### src/rtl/ddr_channel_arb_if.sv
// ----------------------------------------------------------------------------
// ddr_channel_arb_if
//  Bundles the three request/response paths around the DDR channel arbiter:
//   - fetch path  : if_req_valid/index/ready, if_flush, if_op_done, if_rdata
//   - LSU path    : lsu_req_valid/we/index/wdata/wmask/ready, lsu_op_done,
//                   lsu_rdata
//   - DDR path    : ddr_req_valid/ready, ddr_we/index/wdata/wmask,
//                   ddr_resp_valid, ddr_rdata
//  modport master : the arbiter's view (drives DDR requests, grants, results)
//  modport slave  : the surrounding system's view (requesters + DDR controller)
// ----------------------------------------------------------------------------
interface ddr_channel_arb_if #(
    parameter int IDX_W    = 19,
    parameter int DATA_W   = 64,
    parameter int IF_BEATS = 8
);
    // fetch path
    logic                         if_req_valid;
    logic [IDX_W-1:0]             if_req_index;
    logic                         if_req_ready;
    logic                         if_flush;
    logic                         if_op_done;
    logic [IF_BEATS*DATA_W-1:0]   if_rdata;
    // LSU path
    logic                         lsu_req_valid;
    logic                         lsu_req_we;
    logic [IDX_W-1:0]             lsu_req_index;
    logic [DATA_W-1:0]            lsu_req_wdata;
    logic [DATA_W/8-1:0]          lsu_req_wmask;
    logic                         lsu_req_ready;
    logic                         lsu_op_done;
    logic [DATA_W-1:0]            lsu_rdata;
    // DDR path
    logic                         ddr_req_valid;
    logic                         ddr_req_ready;
    logic                         ddr_we;
    logic [IDX_W-1:0]             ddr_index;
    logic [DATA_W-1:0]            ddr_wdata;
    logic [DATA_W/8-1:0]          ddr_wmask;
    logic                         ddr_resp_valid;
    logic [DATA_W-1:0]            ddr_rdata;

    modport master (
        input  if_req_valid, if_req_index, if_flush,
        output if_req_ready, if_op_done, if_rdata,
        input  lsu_req_valid, lsu_req_we, lsu_req_index, lsu_req_wdata, lsu_req_wmask,
        output lsu_req_ready, lsu_op_done, lsu_rdata,
        output ddr_req_valid, ddr_we, ddr_index, ddr_wdata, ddr_wmask,
        input  ddr_req_ready, ddr_resp_valid, ddr_rdata
    );

    modport slave (
        output if_req_valid, if_req_index, if_flush,
        input  if_req_ready, if_op_done, if_rdata,
        output lsu_req_valid, lsu_req_we, lsu_req_index, lsu_req_wdata, lsu_req_wmask,
        input  lsu_req_ready, lsu_op_done, lsu_rdata,
        input  ddr_req_valid, ddr_we, ddr_index, ddr_wdata, ddr_wmask,
        output ddr_req_ready, ddr_resp_valid, ddr_rdata
    );
endinterface

### src/rtl/ddr_channel_arb.sv
// ----------------------------------------------------------------------------
// ddr_channel_arb
//  Shares one DDR channel between the instruction fetch path and the LSU.
//  Round-robin grant (LSU preferred after reset), one DDR beat outstanding.
//  A fetch is IF_BEATS sequential beats from a base index (index wraps modulo
//  2^IDX_W); an LSU access is a single read or write beat.
//  Ports:
//   clock    : clock
//   reset_n  : asynchronous active-low reset; abandons any operation at once
//   bus      : ddr_channel_arb_if.master (fetch, LSU and DDR paths)
//  Parameters must match those of the connected interface instance.
// ----------------------------------------------------------------------------
module ddr_channel_arb #(
    parameter int IDX_W    = 19,
    parameter int DATA_W   = 64,
    parameter int IF_BEATS = 8
) (
    input  logic                clock,
    input  logic                reset_n,
    ddr_channel_arb_if.master   bus
);
    localparam int BEAT_W = (IF_BEATS > 1) ? $clog2(IF_BEATS) : 1;
    localparam int MASK_W = DATA_W / 8;
    localparam int LINE_W = IF_BEATS * DATA_W;
    localparam logic [BEAT_W-1:0] LAST_BEAT = BEAT_W'(IF_BEATS - 1);

    typedef enum logic [2:0] {
        ST_IDLE      = 3'd0,
        ST_IF_ISSUE  = 3'd1,
        ST_IF_WAIT   = 3'd2,
        ST_LSU_ISSUE = 3'd3,
        ST_LSU_WAIT  = 3'd4,
        ST_IF_DRAIN  = 3'd5
    } state_t;

    state_t              state_r;
    state_t              state_next_s;

    logic                prefer_lsu_r;   // 1: LSU wins a tie, 0: fetch wins
    logic [BEAT_W-1:0]   beat_r;
    logic [IDX_W-1:0]    idx_r;
    logic                we_r;
    logic [DATA_W-1:0]   wdata_r;
    logic [MASK_W-1:0]   wmask_r;
    logic [LINE_W-1:0]   line_buf_r;     // beats of the fetch in progress
    logic [LINE_W-1:0]   if_rdata_r;     // last completed line
    logic                if_op_done_r;
    logic [DATA_W-1:0]   lsu_rdata_r;
    logic                lsu_op_done_r;

    logic                if_valid_eff_s;
    logic                grant_if_s;
    logic                grant_lsu_s;
    logic                ddr_req_valid_s;
    logic                beat_take_s;
    logic                lsu_take_s;
    logic [LINE_W-1:0]   line_merge_s;

    // A fetch request raised together with a flush is not a request.
    assign if_valid_eff_s = bus.if_req_valid & ~bus.if_flush;

    // State register.
    always_ff @(posedge clock or negedge reset_n) begin
        if (!reset_n) begin
            state_r <= ST_IDLE;
        end else begin
            state_r <= state_next_s;
        end
    end

    // Next-state logic.
    always_comb begin
        state_next_s = state_r;
        case (state_r)
            ST_IDLE: begin
                if (grant_lsu_s) begin
                    state_next_s = ST_LSU_ISSUE;
                end else if (grant_if_s) begin
                    state_next_s = ST_IF_ISSUE;
                end else begin
                    state_next_s = ST_IDLE;
                end
            end
            ST_IF_ISSUE: begin
                // A flush in the acceptance cycle still leaves a beat in flight.
                if (bus.if_flush) begin
                    state_next_s = bus.ddr_req_ready ? ST_IF_DRAIN : ST_IDLE;
                end else if (bus.ddr_req_ready) begin
                    state_next_s = ST_IF_WAIT;
                end else begin
                    state_next_s = ST_IF_ISSUE;
                end
            end
            ST_IF_WAIT: begin
                if (bus.ddr_resp_valid) begin
                    if (bus.if_flush || (beat_r == LAST_BEAT)) begin
                        state_next_s = ST_IDLE;
                    end else begin
                        state_next_s = ST_IF_ISSUE;
                    end
                end else if (bus.if_flush) begin
                    state_next_s = ST_IF_DRAIN;
                end else begin
                    state_next_s = ST_IF_WAIT;
                end
            end
            ST_IF_DRAIN: begin
                state_next_s = bus.ddr_resp_valid ? ST_IDLE : ST_IF_DRAIN;
            end
            ST_LSU_ISSUE: begin
                state_next_s = bus.ddr_req_ready ? ST_LSU_WAIT : ST_LSU_ISSUE;
            end
            ST_LSU_WAIT: begin
                state_next_s = bus.ddr_resp_valid ? ST_IDLE : ST_LSU_WAIT;
            end
            default: begin
                state_next_s = ST_IDLE;
            end
        endcase
    end

    // Output / strobe decode from the current state.
    always_comb begin
        grant_if_s      = 1'b0;
        grant_lsu_s     = 1'b0;
        ddr_req_valid_s = 1'b0;
        beat_take_s     = 1'b0;
        lsu_take_s      = 1'b0;
        case (state_r)
            ST_IDLE: begin
                // reset_n gating keeps the accept pulses low while in reset
                if (reset_n) begin
                    grant_lsu_s = bus.lsu_req_valid & (~if_valid_eff_s | prefer_lsu_r);
                    grant_if_s  = if_valid_eff_s & (~bus.lsu_req_valid | ~prefer_lsu_r);
                end else begin
                    grant_lsu_s = 1'b0;
                    grant_if_s  = 1'b0;
                end
            end
            ST_IF_ISSUE, ST_LSU_ISSUE: begin
                ddr_req_valid_s = 1'b1;
            end
            ST_IF_WAIT: begin
                // a response arriving with a flush is consumed and discarded
                beat_take_s = bus.ddr_resp_valid & ~bus.if_flush;
            end
            ST_LSU_WAIT: begin
                lsu_take_s = bus.ddr_resp_valid;
            end
            default: begin
                ddr_req_valid_s = 1'b0;
            end
        endcase
    end

    // Insert the returning beat into its slot of the line being assembled.
    always_comb begin
        line_merge_s = line_buf_r;
        line_merge_s[int'(beat_r) * DATA_W +: DATA_W] = bus.ddr_rdata;
    end

    // Request latching, beat sequencing and result registers.
    always_ff @(posedge clock or negedge reset_n) begin
        if (!reset_n) begin
            prefer_lsu_r  <= 1'b1;
            beat_r        <= '0;
            idx_r         <= '0;
            we_r          <= 1'b0;
            wdata_r       <= '0;
            wmask_r       <= '0;
            line_buf_r    <= '0;
            if_rdata_r    <= '0;
            if_op_done_r  <= 1'b0;
            lsu_rdata_r   <= '0;
            lsu_op_done_r <= 1'b0;
        end else begin
            if (grant_if_s) begin
                prefer_lsu_r <= 1'b1;
                beat_r       <= '0;
                idx_r        <= bus.if_req_index;
                we_r         <= 1'b0;
                wdata_r      <= '0;
                wmask_r      <= '0;
            end else if (grant_lsu_s) begin
                prefer_lsu_r <= 1'b0;
                idx_r        <= bus.lsu_req_index;
                we_r         <= bus.lsu_req_we;
                wdata_r      <= bus.lsu_req_wdata;
                wmask_r      <= bus.lsu_req_wmask;
            end else if (beat_take_s) begin
                // index wraps silently at 2^IDX_W
                idx_r      <= idx_r + IDX_W'(1'b1);
                beat_r     <= beat_r + BEAT_W'(1'b1);
                line_buf_r <= line_merge_s;
                if (beat_r == LAST_BEAT) begin
                    if_rdata_r <= line_merge_s;
                end else begin
                    if_rdata_r <= if_rdata_r;
                end
            end else begin
                beat_r <= beat_r;
            end

            if_op_done_r  <= beat_take_s & (beat_r == LAST_BEAT);
            lsu_op_done_r <= lsu_take_s;
            if (lsu_take_s && !we_r) begin
                lsu_rdata_r <= bus.ddr_rdata;
            end else begin
                lsu_rdata_r <= lsu_rdata_r;
            end
        end
    end

    assign bus.if_req_ready  = grant_if_s;
    assign bus.lsu_req_ready = grant_lsu_s;
    assign bus.ddr_req_valid = ddr_req_valid_s;
    assign bus.ddr_we        = ddr_req_valid_s & we_r;
    assign bus.ddr_index     = idx_r;
    assign bus.ddr_wdata     = wdata_r;
    assign bus.ddr_wmask     = wmask_r;
    assign bus.if_op_done    = if_op_done_r;
    assign bus.if_rdata      = if_rdata_r;
    assign bus.lsu_op_done   = lsu_op_done_r;
    assign bus.lsu_rdata     = lsu_rdata_r;

endmodule
### src/flat_wrapper.sv
// flat-port wrapper written by rule: the top's interface ports become plain ports
module ddr_channel_arb_flat 
#(
    parameter int IDX_W    = 19,
    parameter int DATA_W   = 64,
    parameter int IF_BEATS = 8
)
  (clock, reset_n, bus_if_req_valid, bus_if_req_index, bus_if_flush, bus_if_req_ready, bus_if_op_done, bus_if_rdata, bus_lsu_req_valid, bus_lsu_req_we, bus_lsu_req_index, bus_lsu_req_wdata, bus_lsu_req_wmask, bus_lsu_req_ready, bus_lsu_op_done, bus_lsu_rdata, bus_ddr_req_valid, bus_ddr_we, bus_ddr_index, bus_ddr_wdata, bus_ddr_wmask, bus_ddr_req_ready, bus_ddr_resp_valid, bus_ddr_rdata);
  ddr_channel_arb_if #(.IDX_W(IDX_W), .DATA_W(DATA_W), .IF_BEATS(IF_BEATS)) bus_i ();
  input  logic clock;
  input  logic reset_n;
  input wire logic [$bits(bus_i.if_req_valid)-1:0] bus_if_req_valid;
  input wire logic [$bits(bus_i.if_req_index)-1:0] bus_if_req_index;
  input wire logic [$bits(bus_i.if_flush)-1:0] bus_if_flush;
  output wire logic [$bits(bus_i.if_req_ready)-1:0] bus_if_req_ready;
  output wire logic [$bits(bus_i.if_op_done)-1:0] bus_if_op_done;
  output wire logic [$bits(bus_i.if_rdata)-1:0] bus_if_rdata;
  input wire logic [$bits(bus_i.lsu_req_valid)-1:0] bus_lsu_req_valid;
  input wire logic [$bits(bus_i.lsu_req_we)-1:0] bus_lsu_req_we;
  input wire logic [$bits(bus_i.lsu_req_index)-1:0] bus_lsu_req_index;
  input wire logic [$bits(bus_i.lsu_req_wdata)-1:0] bus_lsu_req_wdata;
  input wire logic [$bits(bus_i.lsu_req_wmask)-1:0] bus_lsu_req_wmask;
  output wire logic [$bits(bus_i.lsu_req_ready)-1:0] bus_lsu_req_ready;
  output wire logic [$bits(bus_i.lsu_op_done)-1:0] bus_lsu_op_done;
  output wire logic [$bits(bus_i.lsu_rdata)-1:0] bus_lsu_rdata;
  output wire logic [$bits(bus_i.ddr_req_valid)-1:0] bus_ddr_req_valid;
  output wire logic [$bits(bus_i.ddr_we)-1:0] bus_ddr_we;
  output wire logic [$bits(bus_i.ddr_index)-1:0] bus_ddr_index;
  output wire logic [$bits(bus_i.ddr_wdata)-1:0] bus_ddr_wdata;
  output wire logic [$bits(bus_i.ddr_wmask)-1:0] bus_ddr_wmask;
  input wire logic [$bits(bus_i.ddr_req_ready)-1:0] bus_ddr_req_ready;
  input wire logic [$bits(bus_i.ddr_resp_valid)-1:0] bus_ddr_resp_valid;
  input wire logic [$bits(bus_i.ddr_rdata)-1:0] bus_ddr_rdata;
  assign bus_i.if_req_valid = bus_if_req_valid;
  assign bus_i.if_req_index = bus_if_req_index;
  assign bus_i.if_flush = bus_if_flush;
  assign bus_if_req_ready = bus_i.if_req_ready;
  assign bus_if_op_done = bus_i.if_op_done;
  assign bus_if_rdata = bus_i.if_rdata;
  assign bus_i.lsu_req_valid = bus_lsu_req_valid;
  assign bus_i.lsu_req_we = bus_lsu_req_we;
  assign bus_i.lsu_req_index = bus_lsu_req_index;
  assign bus_i.lsu_req_wdata = bus_lsu_req_wdata;
  assign bus_i.lsu_req_wmask = bus_lsu_req_wmask;
  assign bus_lsu_req_ready = bus_i.lsu_req_ready;
  assign bus_lsu_op_done = bus_i.lsu_op_done;
  assign bus_lsu_rdata = bus_i.lsu_rdata;
  assign bus_ddr_req_valid = bus_i.ddr_req_valid;
  assign bus_ddr_we = bus_i.ddr_we;
  assign bus_ddr_index = bus_i.ddr_index;
  assign bus_ddr_wdata = bus_i.ddr_wdata;
  assign bus_ddr_wmask = bus_i.ddr_wmask;
  assign bus_i.ddr_req_ready = bus_ddr_req_ready;
  assign bus_i.ddr_resp_valid = bus_ddr_resp_valid;
  assign bus_i.ddr_rdata = bus_ddr_rdata;
  ddr_channel_arb #(.IDX_W(IDX_W), .DATA_W(DATA_W), .IF_BEATS(IF_BEATS)) u_core (.clock(clock), .reset_n(reset_n), .bus(bus_i));
endmodule
### config.mk
export PLATFORM = sky130hd
export DESIGN_NAME = ddr_channel_arb_flat
export DESIGN_NICKNAME = d
export VERILOG_FILES = /design/src/rtl/ddr_channel_arb_if.sv /design/src/rtl/ddr_channel_arb.sv /design/src/flat_wrapper.sv
export SDC_FILE = /design/constraint.sdc
export NUM_CORES = 2
export LEC_CHECK = 0
export ABC_AREA = 1
export BUFFER_PORTS_ARGS = -buffer_cell sky130_fd_sc_hd__buf_2
export CAP_MARGIN = 20
export CORE_ASPECT_RATIO = 1.2
export CORE_MARGIN = 1.5
export CORE_UTILIZATION = 44
export DETAILED_ROUTE_END_ITERATION = 8
export PLACE_DENSITY = 0.64
export SETUP_SLACK_MARGIN = 0.1
export SYNTH_ARGS = -nofsm -noshare
export SYNTH_HDL_FRONTEND = slang
export SYNTH_SLANG_ARGS = --single-unit
### constraint.sdc
create_clock -name clock -period 2.75 [get_ports clock]
set_input_delay 0.55 -clock clock [delete_from_list [all_inputs] [get_ports clock]]
set_output_delay 0.55 -clock clock [all_outputs]
set_load 0.05 [all_outputs]
==> flow_metrics.py <==
metrics = {
    "outcome": {
        "status": "finished, final reports clean",
    },
    "power": {
        "p_leak_uw": 0.0333,
        "peakVddDrop_mv": 0.901,
        "p_per_area_mw_per_mm2": 1040,
    },
    "place": {
        "place_congestion": 0.904,
        "portBuffers": 854,
        "post_dp_cell_area_mm2": 0.0568,
        "dp_slack_ps": 269,
        "dp_hpwl_um": 121000,
    },
    "setup_path": {
        "critPathLaunchType": "flop",
        "slowest_delay_ps": 450,
        "crit_arrival_ps": 1990,
        "crit_required_ps": 2200,
        "rrSetupSlack_ps": 290,
        "path_cells": "nor2_1, nand3_2, nor2_4, buf_4",
        "endpoint_kind": "output pin",
        "critical-path-slowest-cell": "dfrtp_1",
        "crit_type": "flop to output pin",
        "cp_max_fo": 7,
    },
    "logic_synthesis": {
        "yosys.cell_types.count": 37,
        "synth-async-reset-ratio_pct": 100,
        "syn_inst": 6079,
        "ys_ff_latch": 1189,
        "synth.avg_cell_area_um2": 8.33,
        "yosys_warnings": 0,
        "synthFlopType": "dfrtp_1",
        "synth_nets": 6268,
        "synth-seq-area-share_pct": 58.7,
        "synth_area_mm2": 0.0507,
        "synth_edf_count": 0,
    },
    "global_routing": {
        "grt_pass1_vias": 41254,
        "grtUsageTotal_pct": 29.4,
        "grt_overflow": 0,
        "grt_max_degree": 173,
        "grt_pass1_wl_um": 260000,
        "antenna_found_initial": 15,
    },
    "cells_and_area": {
        "final_cell_mix": "nand2_1, dfrtp_1, o21ai_0",
        "final_nets": 7042,
        "register_area_mm2": 0.0298,
        "drive_gt1_share_pct": 17.4,
        "final_common_cell": "nand2_1",
        "fin_area_mm2": 0.0613,
        "n_fill_cell": 10724,
        "multiInputGateArea_mm2": 0.0174,
        "syn_to_final_growth_pct": 21.0,
        "final_core_util_pct": 53.6,
    },
    "drt": {
        "drtIter0Drc": 4110,
        "viasPerCell": 5.16,
        "drc": 0,
        "ant_nets": 0,
        "dr_total_vias": 43742,
        "drt-pass1-iter-count": 8,
        "wl_um": 176000,
        "routedWlPerCell_um": 20.7,
    },
    "sta": {
        "min_period_ps": 2540,
        "fmax_mhz": 394,
        "fin_ws_ps": 209,
        "setup_viol": 0,
        "rsz0062_at_grt": "false",
        "hold_viol": 0,
        "setup_tns_ps": 0,
        "fin_crit_sh_pct": 92.4,
        "worst_pin_slew_ps": 1020,
        "drv_slew": 0,
        "finClkSkew_ps": 52.8,
        "max_slew_margin_pct": 31.7,
    },
    "run": {
        "maxCapViolations": 0,
    },
    "floorplan": {
        "chipWidth_um": 313,
        "ios": 855,
        "rows": 136,
        "coreArea_mm2": 0.114,
        "start_util_pct": 44.3,
        "dieHeight_um": 375,
        "die-area_mm2": 0.117,
    },
    "min_path": {
        "min_path_type": "input pin to flop",
    },
    "clock_tree": {
        "clockRootBuffer": "clkbuf_16",
        "clk_path_buf_depth": 3,
        "clk_latency_ps": 740,
        "cts_tree": "built",
        "clk_pin_slew_ps": 70,
        "cts.sinks": 1189,
        "htreeDepth": 3,
        "cts_buffers": 116,
    },
}
-- sequential cells by signal, indices dropped and copies added (netlist names) --
name	cells
u_core.bus.ddr_wmask	8
u_core.beat_r	3
u_core.line_buf_r	512
u_core.bus.lsu_op_done	1
u_core.bus.if_rdata	512
u_core.we_r	1
u_core.bus.if_op_done	1
u_core.prefer_lsu_r	1
u_core.bus.ddr_wdata	64
u_core.bus.ddr_index	19
u_core.bus.lsu_rdata	64
u_core.state_r	3
-- cell type report --
class	instances	share of cell area (%)
Sequential cell	1189	48.6
Clock inverter	40	0.617
Tap cell	1518	3.10
Antenna cell	5	0.0204
Inverter	494	3.06
Multi-Input combinational cell	4008	28.4
Timing Repair Buffer	1044	10.6
Clock buffer	173	5.62
-- synthesized netlist by cell type (7+ instances only) --
cell type  number  area share [%]
buf_2         174             1.7
buf_4           7            0.10
mux2i_1        18            0.36
dfrtp_1      1188              59
nand2_1      2479              18
o21ai_0      1063              11
a21oi_1        12            0.12
inv_1         489             3.6
o21ai_1       180             1.8
clkbuf_1      194             1.4
nor2_1        108            0.80
nand3_1        29            0.29
buf_1          11           0.082
a22o_1         72             1.2
ha_1            7            0.17
-- per-stage QoR --
step | std cells | power [µW] | hold WS [ps]
2_1_floorplan | 6079 | 40600 | 254
3_3_place_gp | 8195 | 47200 | 458
3_5_place_dp | 8195 | 47800 | 460
4_1_cts | 8461 | 64100 | 3.29
5_1_grt | 8469 | 67800 | 41.5
6_report | 8471 | 63900 | 67.3
-- worst max-delay path, delay by kind of cell, from the launching register on --
kind,cells,cell delay [ps]
AND/OR/NAND/NOR,3,570
flip-flops,1,450
buffers and inverters,1,230
-- power breakdown --
group	switching [µW]	internal, µW	total (µW)
Clock	7040	9090	16100
Combinational	16600	6460	23100
Sequential	2590	22100	24700
Total	26300	37700	63900
-- metal layers --
layer / part of all wire [%] / GRT usage, %
met5: 0.015 / 0
met4: 6.2 / 17.0
met3: 6.4 / 4.93
met2: 47 / 47.9
met1: 40 / 36.8
-- path summary, 6_finish.rpt --
path / startpoint / end / cells past startpoint
worst max-delay path: u_core.state_r[1] / bus_if_req_ready / 4
worst min-delay path: bus_lsu_req_wdata[60] / u_core.bus.ddr_wdata[60] / 2
worst max register to register: u_core.beat_r[0] / u_core.line_buf_r[258] / 9
worst min register to register: u_core.bus.if_rdata[102] / u_core.bus.if_rdata[102] / 2
max in group asynchronous: reset_n / u_core.bus.if_rdata[505] / 4
min in group asynchronous: reset_n / u_core.bus.if_rdata[461] / 3
-- timing repair --
item	4_1_cts	5_1_grt
buffers inserted	1	3
setup endpoints to repair	2	79
gates cloned	0	1
hold endpoints to repair	183	0
hold buffers	52	0
resized for setup	4	4
pin swaps	1	1
-- kinds of logic (layout without fill, tap and decap cells) --
group | after synthesis | in the layout | share of synthesized area [%]
AOI/OAI and AO/OA | 1339 | 1339 | 13.8
xor gates and xnor gates | 5 | 5 | 0.0865
adders and majority gates | 7 | 7 | 0.173
buffers and inverters | 882 | 1751 | 7.05
DFF | 1189 | 1189 | 58.7
muxes | 18 | 18 | 0.356
other | 0 | 5 | 0
and+or+nand+nor | 2639 | 2639 | 19.8
No activity file was read; power rests on OpenSTA's default activity.
